<file path="src/rtl/fifo_ptr_ctrl_pkg.sv">
// Shared sizing, configuration sanity flags and transfer-type encoding
// for the 10-entry FIFO pointer/flag controller.
package fifo_pkg;

  localparam int unsigned DEPTH = 10;
  localparam int unsigned AW    = 4;
  localparam int unsigned CW    = 5;

  // Checked at elaboration by the top level.
  localparam bit CFG_AW_OK = ((1 << AW) >= DEPTH);
  localparam bit CFG_CW_OK = ((1 << CW) > DEPTH);

  // Which transfers are accepted this cycle, {write, read}.
  typedef enum logic [1:0] {
    OP_IDLE = 2'b00,
    OP_RD   = 2'b01,
    OP_WR   = 2'b10,
    OP_BOTH = 2'b11
  } fifo_op_e;

  function automatic fifo_op_e op_decode(input logic wr_acc, input logic rd_acc);
    return fifo_op_e'({wr_acc, rd_acc});
  endfunction

endpackage

</file>
<file path="src/rtl/fifo_wrap_cnt.sv">
// AW-bit position counter: synchronous clear, advances on i_inc and wraps
// from WRAP back to zero, so values above WRAP are never produced.
module fifo_wrap_cnt #(
  parameter int unsigned W    = 4,
  parameter int unsigned WRAP = 9
) (
  input  logic         i_clk,
  input  logic         i_rst,
  input  logic         i_inc,
  output logic [W-1:0] o_q
);

  logic [W-1:0] r_q;

  always_ff @(posedge i_clk) begin
    if (i_rst) begin
      r_q <= '0;
    end else if (i_inc) begin
      r_q <= (r_q == W'(WRAP)) ? '0 : r_q + W'(1);
    end
  end

  assign o_q = r_q;

endmodule

</file>
<file path="src/rtl/fifo_ptr_ctrl.sv">
// Pointer, occupancy and status controller for the 10 x 8 FIFO; holds no data.
// Optional sticky overflow/underflow flags are built with FIFO_ERR_FLAGS_EN.
module fifo_ptr_ctrl
  import fifo_pkg::*;
(
  input  logic          clk,
  input  logic          rst,
  input  logic          wr_en,
  input  logic          rd_en,
  output logic [AW-1:0] wr_addr,
  output logic          wr_accept,
  output logic [AW-1:0] rd_addr,
  output logic          rd_accept,
  output logic          full,
  output logic          empty,
  output logic [CW-1:0] count
`ifdef FIFO_ERR_FLAGS_EN
  ,
  output logic          overflow,
  output logic          underflow
`endif
);

  if (!CFG_AW_OK || !CFG_CW_OK) begin : g_cfg_err
    $error("fifo_pkg: AW or CW too narrow for DEPTH");
  end

  logic [CW-1:0] r_count;
  logic          w_full;
  logic          w_empty;
  logic          w_wr_acc;
  logic          w_rd_acc;
  fifo_op_e      w_op;

  assign w_full  = (r_count == CW'(DEPTH));
  assign w_empty = (r_count == '0);

  // Strobes are suppressed during reset so nothing lands in storage that cycle.
  assign w_wr_acc = wr_en & ~w_full  & ~rst;
  assign w_rd_acc = rd_en & ~w_empty & ~rst;

  always_comb begin
    w_op = OP_IDLE;
    w_op = op_decode(w_wr_acc, w_rd_acc);
  end

  always_ff @(posedge clk) begin
    if (rst) begin
      r_count <= '0;
    end else begin
      case (w_op)
        OP_WR:   r_count <= r_count + CW'(1);
        OP_RD:   r_count <= r_count - CW'(1);
        default: r_count <= r_count;
      endcase
    end
  end

  fifo_wrap_cnt #(
    .W    (AW),
    .WRAP (DEPTH - 1)
  ) u_wr_ptr (
    .i_clk (clk),
    .i_rst (rst),
    .i_inc (w_wr_acc),
    .o_q   (wr_addr)
  );

  fifo_wrap_cnt #(
    .W    (AW),
    .WRAP (DEPTH - 1)
  ) u_rd_ptr (
    .i_clk (clk),
    .i_rst (rst),
    .i_inc (w_rd_acc),
    .o_q   (rd_addr)
  );

`ifdef FIFO_ERR_FLAGS_EN
  logic r_overflow;
  logic r_underflow;

  always_ff @(posedge clk) begin
    if (rst) begin
      r_overflow  <= 1'b0;
      r_underflow <= 1'b0;
    end else begin
      if (wr_en && w_full)  r_overflow  <= 1'b1;
      if (rd_en && w_empty) r_underflow <= 1'b1;
    end
  end

  assign overflow  = r_overflow;
  assign underflow = r_underflow;
`endif

  assign wr_accept = w_wr_acc;
  assign rd_accept = w_rd_acc;
  assign full      = w_full;
  assign empty     = w_empty;
  assign count     = r_count;

endmodule

</file>
<file path="config.mk">
export PLATFORM = sky130hd
export DESIGN_NAME = fifo_ptr_ctrl
export DESIGN_NICKNAME = d
export VERILOG_FILES = /design/src/rtl/fifo_ptr_ctrl_pkg.sv /design/src/rtl/fifo_wrap_cnt.sv /design/src/rtl/fifo_ptr_ctrl.sv
export SDC_FILE = /design/constraint.sdc
export NUM_CORES = 1
export LEC_CHECK = 0
export ABC_AREA = 1
export BUFFER_PORTS_ARGS = -buffer_cell sky130_fd_sc_hd__buf_2
export CORE_UTILIZATION = 41
export CTS_BUF_LIST = sky130_fd_sc_hd__clkbuf_16
export CTS_CLUSTER_SIZE = 14
export DETAILED_ROUTE_END_ITERATION = 8
export PLACE_DENSITY = 0.64
export REMOVE_ABC_BUFFERS = 1
export SYNTH_ARGS = -nofsm -noshare
export SYNTH_HDL_FRONTEND = slang
export SYNTH_SLANG_ARGS = --single-unit
</file>
<file path="constraint.sdc">
create_clock -name clk -period 3.4 [get_ports clk]
set_clock_uncertainty 0.2 [all_clocks]
set_input_delay 0 -clock clk [delete_from_list [all_inputs] [get_ports clk]]
set_output_delay 0 -clock clk [all_outputs]
set_load 0.01 [all_outputs]
</file>
==> Word level (Yosys, flattened, before mapping) <==
Cells that the tools add are included.
{ "word_totals": {"inputBits": 4, "out_inout_bits": 17, "wordCells": 24, "ff_bits": 13} }
{ "op_classes": {"n_eq_ne": 5, "n_mux": 3, "n_bitwise": 7, "n_reduce_logical": 2, "add_sub_neg": 4} }
{ "ops": {"columns": ["op", "count"], "rows": [
  ["5-bit one-hot mux with 2 select lines", 1],
  ["4-bit by 1-bit adder with 4-bit output, second input constant", 2],
  ["4-bit equality test, second input constant", 2],
  ["4-bit 2-to-1 mux", 2],
  ["5-bit by 1-bit adder with 5-bit output, second input constant", 1],
  ["5-bit by 4-bit equality test with 1-bit output, second input constant", 1],
  ["5-bit logical NOT", 1],
  ["5-bit by 1-bit subtractor with 5-bit output, second input constant", 1],
  ["1-bit bitwise AND", 4],
  ["1-bit NOT", 3],
  ["2-bit by 1-bit equality test with 1-bit output, second input constant", 1],
  ["2-bit equality test, second input constant", 1],
  ["2-bit nonzero test", 1]
]} }

==> Longest topological paths before layout <==
Gate-level depths: netlist of run 1.
{ "logic_depth": {"ltp_word": 6, "depth_mapped": 15, "depth_no_buf": 15} }

==> Cells and area by module <==
Synthesis of run 1 repeated with hierarchy kept, for this count alone.
{ "unflattened": {"cells_unflattened": 114, "area_unflattened_um2": 762.0} }
{ "modules_own_cells": {"columns": ["mod", "seq_area_each_um2", "n_inst", "area_per_inst_um2", "cells_each"], "rows": [
  ["fifo_ptr_ctrl", 100.1, 1, 399.1, 62],
  ["fifo_wrap_cnt", 80.1, 2, 181.4, 26]
]} }

==> Least setup slack after synthesis of run 1 <==
OpenSTA, ideal clock, no wires.
{ "synth_timing": {"path_kind": "register to register", "start": "register r_count[0], in the netlist count[0]", "end": "register r_count[3], in the netlist count[3]", "synth_period_minus_slack_ns": 2.293, "required_ns": 3.091, "slack_ns": 1.107, "arrival_ns": 1.984, "path_buffers": 0, "path_stages_with_launch": 14, "setup_time_ns": 0.109, "cell_sequence": "dfxtp_1 -> nor2_4 -> nand3_4 -> nand2_4 -> nor2_1 -> inv_1 -> ha_1 -> ha_1 -> a21oi_1 -> nand2_1 -> nand2_1 -> nand3_1 -> nand2_1 -> inv_1"} }
{ "synth_between": {"elab_chain_cells": 6, "word_cells_on_any_way": 14, "cone_classes": "add/sub: 2; eq/ne: 3; mux: 1; bitwise: 6; reduce/logical: 2"} }
{ "synth_lines": {"columns": ["element", "line", "text"], "rows": [
  ["start: declaration", "fifo_ptr_ctrl.sv:28", "logic [CW-1:0] r_count;"],
  ["start signal: assignment", "fifo_ptr_ctrl.sv:52", "OP_WR: r_count <= r_count + CW'(1);"],
  ["start signal: assignment", "fifo_ptr_ctrl.sv:53", "OP_RD: r_count <= r_count - CW'(1);"],
  ["start signal: assignment", "fifo_ptr_ctrl.sv:54", "default: r_count <= r_count;"],
  ["5-bit by 4-bit equality test with 1-bit output (*)", "fifo_ptr_ctrl.sv:35", "assign w_full = (r_count == CW'(DEPTH));"],
  ["1-bit NOT (*)", "fifo_ptr_ctrl.sv:39", "assign w_wr_acc = wr_en & ~w_full & ~rst;"],
  ["1-bit bitwise AND (*) (2 in series)", "fifo_ptr_ctrl.sv:39", null],
  ["via wr_accept", "fifo_ptr_ctrl.sv:11", "output logic wr_accept,"],
  ["2-bit by 1-bit equality test with 1-bit output / 2-bit equality test (equally long branches)", "fifo_ptr_ctrl.sv:51", "case (w_op)"],
  ["5-bit one-hot mux with 2 select lines / 2-bit nonzero test (equally long branches)", null, null]
]} }
Mark *: on every way through the listed nets, which the timed path passes. The rest lies on a longest branch.
A chain may end at the register's enable or synchronous reset.

==> Worst setup path in the final report of run 1 <==
{ "layout_timing": {"start": "register r_count[1], in the netlist count[1]", "end": "register r_count[4], in the netlist count[4]"} }
{ "layout_between": {"elab_chain_cells": 6, "word_cells_on_any_way": 14, "cone_classes": "add/sub: 2; eq/ne: 3; mux: 1; bitwise: 6; reduce/logical: 2"} }
{ "layout_lines": {"columns": ["element", "line"], "rows": [
  ["5-bit by 4-bit equality test with 1-bit output / 5-bit logical NOT (equally long branches)", "fifo_ptr_ctrl.sv:35, fifo_ptr_ctrl.sv:36"],
  ["1-bit NOT, on equally long branches", "fifo_ptr_ctrl.sv:39, fifo_ptr_ctrl.sv:40"],
  ["1-bit bitwise AND, on equally long branches (2 in series)", "fifo_ptr_ctrl.sv:39, fifo_ptr_ctrl.sv:40"],
  ["2-bit by 1-bit equality test with 1-bit output / 2-bit equality test (equally long branches)", "fifo_ptr_ctrl.sv:51"],
  ["5-bit one-hot mux with 2 select lines / 2-bit nonzero test (equally long branches)", null]
]} }
Parallel ways exist; a longest one is shown, timed or not.

==> results of run 1 <==
==> path summary, 6_finish.rpt <==
kind	end	slack, ns	depth (start not counted)
hold reg to reg	u_rd_ptr.o_q[1]	0.29	2
setup / recovery	count[4]	1.02	14
setup reg to reg	count[4]	1.02	14
hold / removal	u_rd_ptr.o_q[1]	0.29	2
==> where the power goes <==
group          internal [µW]  switching (µW)
Clock                    155            63.2
Sequential               172            24.5
Combinational           74.6             113
==> cell type report <==
cell class                      instances  area [µm²]  area share (%)
Multi-Input combinational cell         87         490            44.5
Clock buffer                            3        75.1            6.82
Clock inverter                          1        3.75           0.341
Timing Repair Buffer                   24         140            12.7
Sequential cell                        13         260            23.6
Inverter                               26        97.6            8.86
Tap cell                               27        33.8            3.07
==> per-stage QoR <==
stage          instances  worst slack (ns)  hold slack (ns)  area (µm²)  power [µW]
2_1_floorplan        126              1.11           -0.145         848         328
3_3_place_gp         173              1.09           0.0526         982         381
3_5_place_dp         173              1.02           0.0598         982         384
4_1_cts              181              1.01            0.298        1100         608
5_1_grt              181             0.814            0.335        1100         648
6_report             181              1.02            0.290        1100         601
==> cell families after synthesis <==
kind of cell               Yosys count  synth area share (%)
DFF                                 13                  30.7
buffers and inverters               26                  11.5
and+or+nand+nor                     66                  38.9
AOI/OAI and AO/OA                   15                  9.59
adders and majority gates            5                  8.26
xor gates and xnor gates             1                  1.03
==> worst reg2reg max path, stage by stage, from the launching register on <==
cell and delay, ns:
dfxtp_1 0.42, nand2_1 0.07, inv_1 0.09, nand3_4 0.10
nand2_4 0.10, nor2_1 0.05, inv_1 0.06, ha_1 0.23
inv_1 0.10, fa_1 0.40, nand3b_1 0.20, nand3_1 0.09
nand3_1 0.07, nand2_1 0.06, inv_1 0.04
==> timing repair <==
item / in CTS / in global routing
hold buffers: 4 / 0
hold endpoints to repair: 11 / 0
endpoints found under the setup margin: 0 / 0
==> per-layer routing <==
| layer | track usage (%) | share of wire (%) | vias up | wire (µm) |
|---|---|---|---|---|
| met4 | 6.86 | 0.97 | 0 | 17 |
| met1 | 22.0 | 50 | 375 | 877 |
| li1 | - | - | 452 | - |
| met5 | 0 | 0 | - | 0 |
| met3 | 3.40 | 2.8 | 4 | 50 |
| met2 | 28.5 | 46 | 13 | 813 |
==> flip-flops by register name (all words and copies together), names as in the netlist <==
signal,count
count,5
u_rd_ptr.o_q,4
u_wr_ptr.o_q,4
==> cells in the final DEF (no fill, tap or decap), drive strengths merged <==
master	n
nand2	31
inv	27
buf	20
nand3	19
dfxtp	13
nor2	13
a21oi	9
o21ai	5
ha	4
dlygate4sd3	4
clkbuf	3
nand4	2
nand3b	1
o21bai	1
xnor2	1
fa	1
==> results.cfg, run 1 <==
[status]
status = completed

[synthesis]
netlist_instances = 126
yosys-top-cells-count = nand2_1, inv_1, nand3_1
syn_area_um2 = 848
synth_seq_cells = 13
synth_edf_count = 0
ys.flop_type = dfxtp_1
ys_async_sr_fraction_pct = 0
synth_area_leader_cell = dfxtp_1
synth_cell_type_count = 21
yosysTopAreaCellShare_pct = 30.7
post-synth-top-count-cell = nand2_1
ys_seq_area_share_pct = 30.7
synth_area_leaders = dfxtp_1, nand2_1, inv_1
yosysWarnings = 0
postSynthAreaPerCell_um2 = 6.73

[floorplan]
std_cell_rows = 16
die_width_um = 47.5
die_area_mm2 = 0.00225
pin_count = 21
start_util_pct = 43.2
core_area_mm2 = 0.00196
die_h_um = 47.5

[sta]
timing.slew.headroom_pct = 83.6
finalCriticalPeriod_ns = 2.38
hold_violations = 0
timing.setup.tns_ns = 0
max_freq_mhz = 421
setup_viol = 0
period_share_pct = 69.9
rsz0062_at_grt = false
slew_viol_final = 0
tightest_slew_ns = 0.245

[worst_setup_path]
cp_top_family = simple AND/OR/NAND/NOR gates
crit_slowest_cell = dfxtp_1
start_kind = flop
worstSetupPathType = flop to flop
crit_start = count[1]
worstPathRequired_ns = 3.34
cp_common_cell = inv_1
critPathMaxFanout = 6
rr_startpoint = count[1]
critPathMaxStageDelay_ns = 0.42
endpoint_kind = flop
path_cells = nand2_1, inv_1, nand3_4, nand2_4, nor2_1, inv_1, ha_1, inv_1, fa_1, nand3b_1, nand3_1, nand3_1, nand2_1, inv_1
path_buf_inv = 4
cp.arrival_ns = 2.32

[clocking]
cts.sinks = 13
clock_latency_ns = 0.24
cts_buffers = 3
cts-htree-levels = 1
post_cts_buffers = 0
cts_tree = built
root_buffer = clkbuf_16
cts_resized = 0
cts.path.max_buffers = 2
path_clk_slew_ns = 0.05

[worst_hold_path]
hold_class = flop to flop
min-delay-start = u_rd_ptr.o_q[1]

[power]
p_leak_uw = 0.000601
ir_worst_vdd_uv = 272
powerDensity_mw_per_mm2 = 546

[global_route]
grt_pass1_wl_mm = 2.76
grt_pass1_vias = 690
grt_max_degree = 11
grt-ovfl-total = 0
grt_usage_pct = 17.3
antenna_found_initial = 0

[flow_run]
maxCapViolations = 0

[drt]
first_iter_violations = 18
vias = 844
dr.pass1.iters = 4
ant_nets = 0
drcViolationCount = 0
routedWlPerCell_um = 9.72
wl_mm = 1.76
vias_per_cell = 4.66

[layout]
antennaDiodeCount = 0
fillers = 220
drive_above_1_share_pct = 22.7
final_core_util_pct = 56.1
area_growth_pct = 29.8
nets = 164

[placement]
port_buffers = 20
post-dp-hpwl_mm = 1.39
gp_congestion = 0.813
Note: power is estimated with default switching activity, not from simulation.
==> inputs of run 2 (changes only) <==
--- a/config.mk
+++ b/config.mk
@@ -11,7 +11,7 @@
 export CTS_BUF_LIST = sky130_fd_sc_hd__clkbuf_16
 export CTS_CLUSTER_SIZE = 14
 export DETAILED_ROUTE_END_ITERATION = 8
-export PLACE_DENSITY = 0.64
+export PLACE_DENSITY = 0.67
 export REMOVE_ABC_BUFFERS = 1
 export SYNTH_ARGS = -nofsm -noshare
 export SYNTH_HDL_FRONTEND = slang
==> constraint.sdc (replaced) <==
create_clock -name clk -period 1.9 [get_ports clk]
set_clock_uncertainty 0.2 [all_clocks]
set_input_delay 0 -clock clk [delete_from_list [all_inputs] [get_ports clk]]
set_output_delay 0 -clock clk [all_outputs]
set_load 0.01 [all_outputs]
==> results.cfg, run 2 (synthesized netlist as in run 1, its figures left out) <==
[status]
status = finished with violations
violations = setup timing

[global_route]
grt_pass1_wl_mm = 3.49
grt-ovfl-total = 0
grt_pass1_vias = 827
grt_usage_pct = 22.1
antenna_found_initial = 0
grt_max_degree = 10

[clocking]
clock_latency_ns = 0.24
cts.sinks = 13
cts_buffers = 3
cts_tree = built
path_clk_slew_ns = 0.05
cts.path.max_buffers = 2
cts-htree-levels = 1
root_buffer = clkbuf_16

[floorplan]
start_util_pct = 43.2
die_width_um = 47.5
die_h_um = 47.5
die_area_mm2 = 0.00225
core_area_mm2 = 0.00196
pin_count = 21
std_cell_rows = 16

[layout]
fin_cells = 203
fillers = 184
antennaDiodeCount = 0
nets = 186
final_common_cell = nand2_1
area_growth_pct = 58.0
drive_above_1_share_pct = 42.0
final_cell_mix = nand2_1, buf_4, buf_2
largest_register_ffs = 5

[sta]
worst_hold_slack_ns = 0.0305
fin_ws_ns = -0.147
slew_viol_final = 0
setup_viol = 3
max_freq_mhz = 488
finalCriticalPeriod_ns = 2.05
hold_violations = 0
rsz0062_at_grt = true
tightest_slew_ns = 0.229
timing.slew.headroom_pct = 84.7
period_share_pct = 108

[worst_setup_path]
worstSetupPathType = flop to flop
crit_slowest_cell = dfxtp_2
endpoint = count[4]
path_cells = nor2_4, buf_6, nand3_4, nand3_2, inv_2, ha_4, inv_4, fa_2, nand3b_1, nand3_1, nand3_1, nand2_1, inv_1
critPathMaxFanout = 5
cp.arrival_ns = 1.99
ff2ff_path_depth = 13
rr_startpoint = count[0]
r2r_slack_ns = -0.15
crit_start = count[0]
critPathMaxStageDelay_ns = 0.34
start_kind = flop
worstPathRequired_ns = 1.84
r2r_end = count[4]
endpoint_kind = flop
cp_common_cell = nand3_1

[drt]
routedWlPerCell_um = 11.2
routed-wl-met3_um = 68
drcViolationCount = 0
wl_mm = 2.27
vias_per_cell = 4.73
dr.pass1.iters = 3
ant_nets = 0
met2WireLength_mm = 1.26
m1WireLength_um = 910
highest_layer = met4
first_iter_violations = 5
vias = 960

[placement]
gp_congestion = 0.815
post-dp-hpwl_mm = 1.63
pre_cts_ws_ns = -0.398
placedCellCount = 188
port_buffers = 20

[power]
powerDensity_mw_per_mm2 = 930
p_leak_uw = 0.000714
ir_worst_vdd_uv = 509

[flow_run]
maxCapViolations = 0

[worst_hold_path]
min-delay-start = rst
hold_class = input pin to flop
==> run 2: cell types whose count changed in the layout (fill, tap and decap cells not counted), moves of 4 or more <==
cell	before	now
buf_4	0	21
dfxtp_1	13	9
dfxtp_2	0	4
inv_1	23	19
==> run 2: area by class of cell <==
| cell class | count | area [µm²] | area share, % |
|---|---|---|---|
| clock inverter | 1 | 3.75 | 0.280 |
| timing repair buffer | 46 | 309 | 23.1 |
| tap | 27 | 33.8 | 2.52 |
| clock buffer | 3 | 75.1 | 5.60 |
| inverter | 26 | 100 | 7.47 |
| sequential | 13 | 265 | 19.8 |
| multi-input combinational | 87 | 553 | 41.3 |
==> run 2: how the worst min path moves through the flow <==
stage | cells after the start | to
after floorplan | 1 | wr_accept
after global routing | 5 | u_wr_ptr.o_q[2]
after detailed placement | 3 | u_wr_ptr.o_q[2]
after global placement | 3 | u_wr_ptr.o_q[2]
final | 5 | u_wr_ptr.o_q[2]
after CTS | 5 | u_wr_ptr.o_q[2]
==> run 2: power by group <==
group | total, µW | switching [µW] | leakage (µW) | internal (µW)
Clock | 392 | 115 | 0.0000423 | 277
Combinational | 511 | 266 | 0.000564 | 245
Sequential | 344 | 32.8 | 0.000108 | 311
Total | 1250 | 414 | 0.000714 | 833
==> run 2: routing by layer <==
layer,global-route usage (%),vias up
li1,-,497
met1,24.7,438
met2,41.9,18
met3,3.02,7
met4,8.00,0
met5,0,-
==> run 2: worst max-delay path, delay by kind of cell, from the launching register on <==
family	cells	cell delay, ns
simple gates	7	0.61
flops	1	0.34
buf+inv	4	0.27
fa+ha+maj	2	0.52
==> run 2: per-stage QoR <==
stage                     setup TNS, ns  cell area (µm²)  util [%]  total power (µW)
after floorplan                   -1.24              848         -               586
after global placement           -0.650             1090      55.8               749
after detailed placement          -1.10             1090      55.8               765
after CTS                        -0.425             1330      67.9              1250
after global routing             -0.858             1340      68.3              1330
final                            -0.413             1340      68.3              1250
==> run 2: repair_timing <==
| item | 4_1_cts | 5_1_grt |
|---|---|---|
| endpoints found under the hold margin | 8 | 0 |
| endpoints found under the setup margin | 4 | 4 |
| buffers inserted | 6 | 1 |
| gates resized for setup | 21 | 0 |
| pin swaps | 9 | 7 |
| hold buffers | 4 | 0 |
==> inputs of run 3 (changes only) <==
--- a/config.mk
+++ b/config.mk
@@ -5,13 +5,13 @@
 export SDC_FILE = /design/constraint.sdc
 export NUM_CORES = 1
 export LEC_CHECK = 0
-export ABC_AREA = 1
+export ABC_AREA = 0
 export BUFFER_PORTS_ARGS = -buffer_cell sky130_fd_sc_hd__buf_2
-export CORE_UTILIZATION = 41
+export CORE_UTILIZATION = 45
 export CTS_BUF_LIST = sky130_fd_sc_hd__clkbuf_16
 export CTS_CLUSTER_SIZE = 14
 export DETAILED_ROUTE_END_ITERATION = 8
-export PLACE_DENSITY = 0.67
+export PLACE_DENSITY = 0.73
 export REMOVE_ABC_BUFFERS = 1
 export SYNTH_ARGS = -nofsm -noshare
 export SYNTH_HDL_FRONTEND = slang
==> results.cfg, run 3 <==
[layout]
drive_above_1_share_pct = 50.0
final_cell_mix = buf_4, buf_2, nor2_1
antennaDiodeCount = 0
nets = 156
final_core_util_pct = 83.5
area_growth_pct = 68.7
largest_register_ffs = 5
final_common_cell = buf_4
fillers = 84

[synthesis]
ys_seq_area_share_pct = 33.7
yosysWarnings = 0
synth_seq_cells = 13
post-synth-top-count-cell = nor2_1
synth_area_leader_cell = dfxtp_1
synth_area_leaders = dfxtp_1, nor2_1, ha_1
yosys-top-cells-count = nor2_1, dfxtp_1, inv_1
ys.flop_type = dfxtp_1
postSynthAreaPerCell_um2 = 8.30
ys_async_sr_fraction_pct = 0
netlist_instances = 93
synth_edf_count = 0
syn_area_um2 = 772
yosysTopAreaCellShare_pct = 33.7
synth_cell_type_count = 29

[floorplan]
die_width_um = 43.4
start_util_pct = 49.5
std_cell_rows = 14
die_area_mm2 = 0.00189
core_area_mm2 = 0.00156
die_h_um = 43.4
pin_count = 21

[worst_hold_path]
min-delay-start = rst
hold_end = u_rd_ptr.o_q[1]
holdPathStages = 3
hold_class = input pin to flop

[sta]
fin_ws_ns = -0.862
rsz0062_at_grt = true
tightest_slew_ns = 0.478
period_share_pct = 145
max_freq_mhz = 362
setup_viol = 7
finalCriticalPeriod_ns = 2.76
hold_violations = 0
worst_hold_slack_ns = 0.0343
slew_viol_final = 0
timing.slew.headroom_pct = 67.9

[worst_setup_path]
critPathMaxFanout = 5
r2r_end = count[3]
rr_startpoint = count[4]
worstSetupPathType = flop to flop
endpoint_kind = flop
r2r_slack_ns = -0.86
worstPathRequired_ns = 1.86
cp.arrival_ns = 2.73
start_kind = flop
ff2ff_path_depth = 10

[clocking]
cts_buffers = 3
path_clk_slew_ns = 0.05
cts.path.max_buffers = 2
root_buffer = clkbuf_16
clock_latency_ns = 0.24
cts.sinks = 13
cts_tree = built
cts-htree-levels = 1

[global_route]
grt_pass1_vias = 904
antenna_found_initial = 0
grt-ovfl-total = 0
grt_pass1_wl_mm = 4.26
grt_max_degree = 16
grt_usage_pct = 31.1

[power]
p_leak_uw = 0.000612
powerDensity_mw_per_mm2 = 813
ir_worst_vdd_uv = 699

[status]
status = finished with violations
violations = DRC, setup timing

[drt]
wl_mm = 2.99
vias_per_cell = 5.99
vias = 971
ant_nets = 0
routedWlPerCell_um = 18.5
drcViolationCount = 6
dr.pass1.iters = 6
first_iter_violations = 40

[flow_run]
maxCapViolations = 0

[placement]
gp_congestion = 0.880
port_buffers = 20
post-dp-hpwl_mm = 1.49
-- run 3: cell types whose count changed in the layout (fill, tap and decap cells not counted), moves of 6 or more --
cell,before,now
buf_4,21,30
inv_1,19,6
inv_2,7,0
nand2_1,29,5
nand3_1,15,3
nor2_1,10,16
-- run 3: timing repair --
item,CTS,global route
setup buffers,6,3
setup endpoints to repair,5,6
hold buffers,1,0
pin swaps,9,5
gates resized for setup,17,5
hold endpoints to repair,1,0
-- run 3: cells by family after synthesis --
family                     synth area share, %
buffers and inverters                     4.38
AOI/OAI and AO/OA                         16.2
and+or+nand+nor                           25.6
xor gates and xnor gates                  5.67
DFF                                       33.7
adders and majority gates                 9.08
muxes                                     5.35
-- run 3: per-stage QoR --
stage	instances	area [µm²]	TNS [ns]	power, µW	worst slack, ns
CTS	159	1260	-2.50	1020	-0.752
finish	162	1300	-3.14	1060	-0.862
global route	162	1300	-3.49	1100	-0.913
global placement	148	1050	-2.48	567	-0.845
floorplan	90	761	-2.76	447	-0.931
detailed placement	148	1050	-2.94	575	-0.985
-- run 3: final cells by class --
type                       count  area, µm²  share of cell area (%)
multi-input combinational     71        571                    43.8
timing repair buffer          52        347                    26.6
sequential                    13        262                    20.1
clock buffer                   3       75.1                    5.76
inverter                       6       25.0                    1.92
tap                           16       20.0                    1.54
clock inverter                 1       3.75                   0.288
-- run 3: worst max-delay path by stage --
| stage | from | cells after the start | slack [ns] | end |
|---|---|---|---|---|
| finish | count[4] | 10 | -0.86 | count[3] |
| floorplan | count[0] | 10 | -0.93 | count[4] |
| detailed placement | count[0] | 10 | -0.98 | count[4] |
| CTS | count[2] | 9 | -0.75 | count[4] |
| global placement | count[0] | 10 | -0.85 | count[4] |
| global route | count[4] | 10 | -0.91 | count[4] |
-- run 3: power by group --
part	total, µW	switching [µW]	internal [µW]
combinational	347	175	171
clock	399	121	278
sequential	313	19.6	293
total	1060	316	742
-- run 3: layer usage --
| metal | vias to the layer above | wire [µm] | global-route usage (%) | part of all wire, % |
|---|---|---|---|---|
| met4 | 0 | 140 | 12.5 | 4.7 |
| met1 | 472 | 1160 | 35.8 | 39 |
| met3 | 18 | 195 | 7.92 | 6.5 |
| met5 | - | 0 | 0 | 0 |
| li1 | 425 | - | - | - |
| met2 | 56 | 1500 | 54.8 | 50 |
-- run 3: worst max-delay path: stages, from the launching register on --
cell	delay [ns]
dfxtp_1	0.31
or3_4	0.43
o31ai_4	0.25
nor2_4	0.09
ha_4	0.21
buf_4	0.16
ha_4	0.26
a21o_1	0.12
a21oi_2	0.07
or4_4	0.48
o211ai_1	0.10
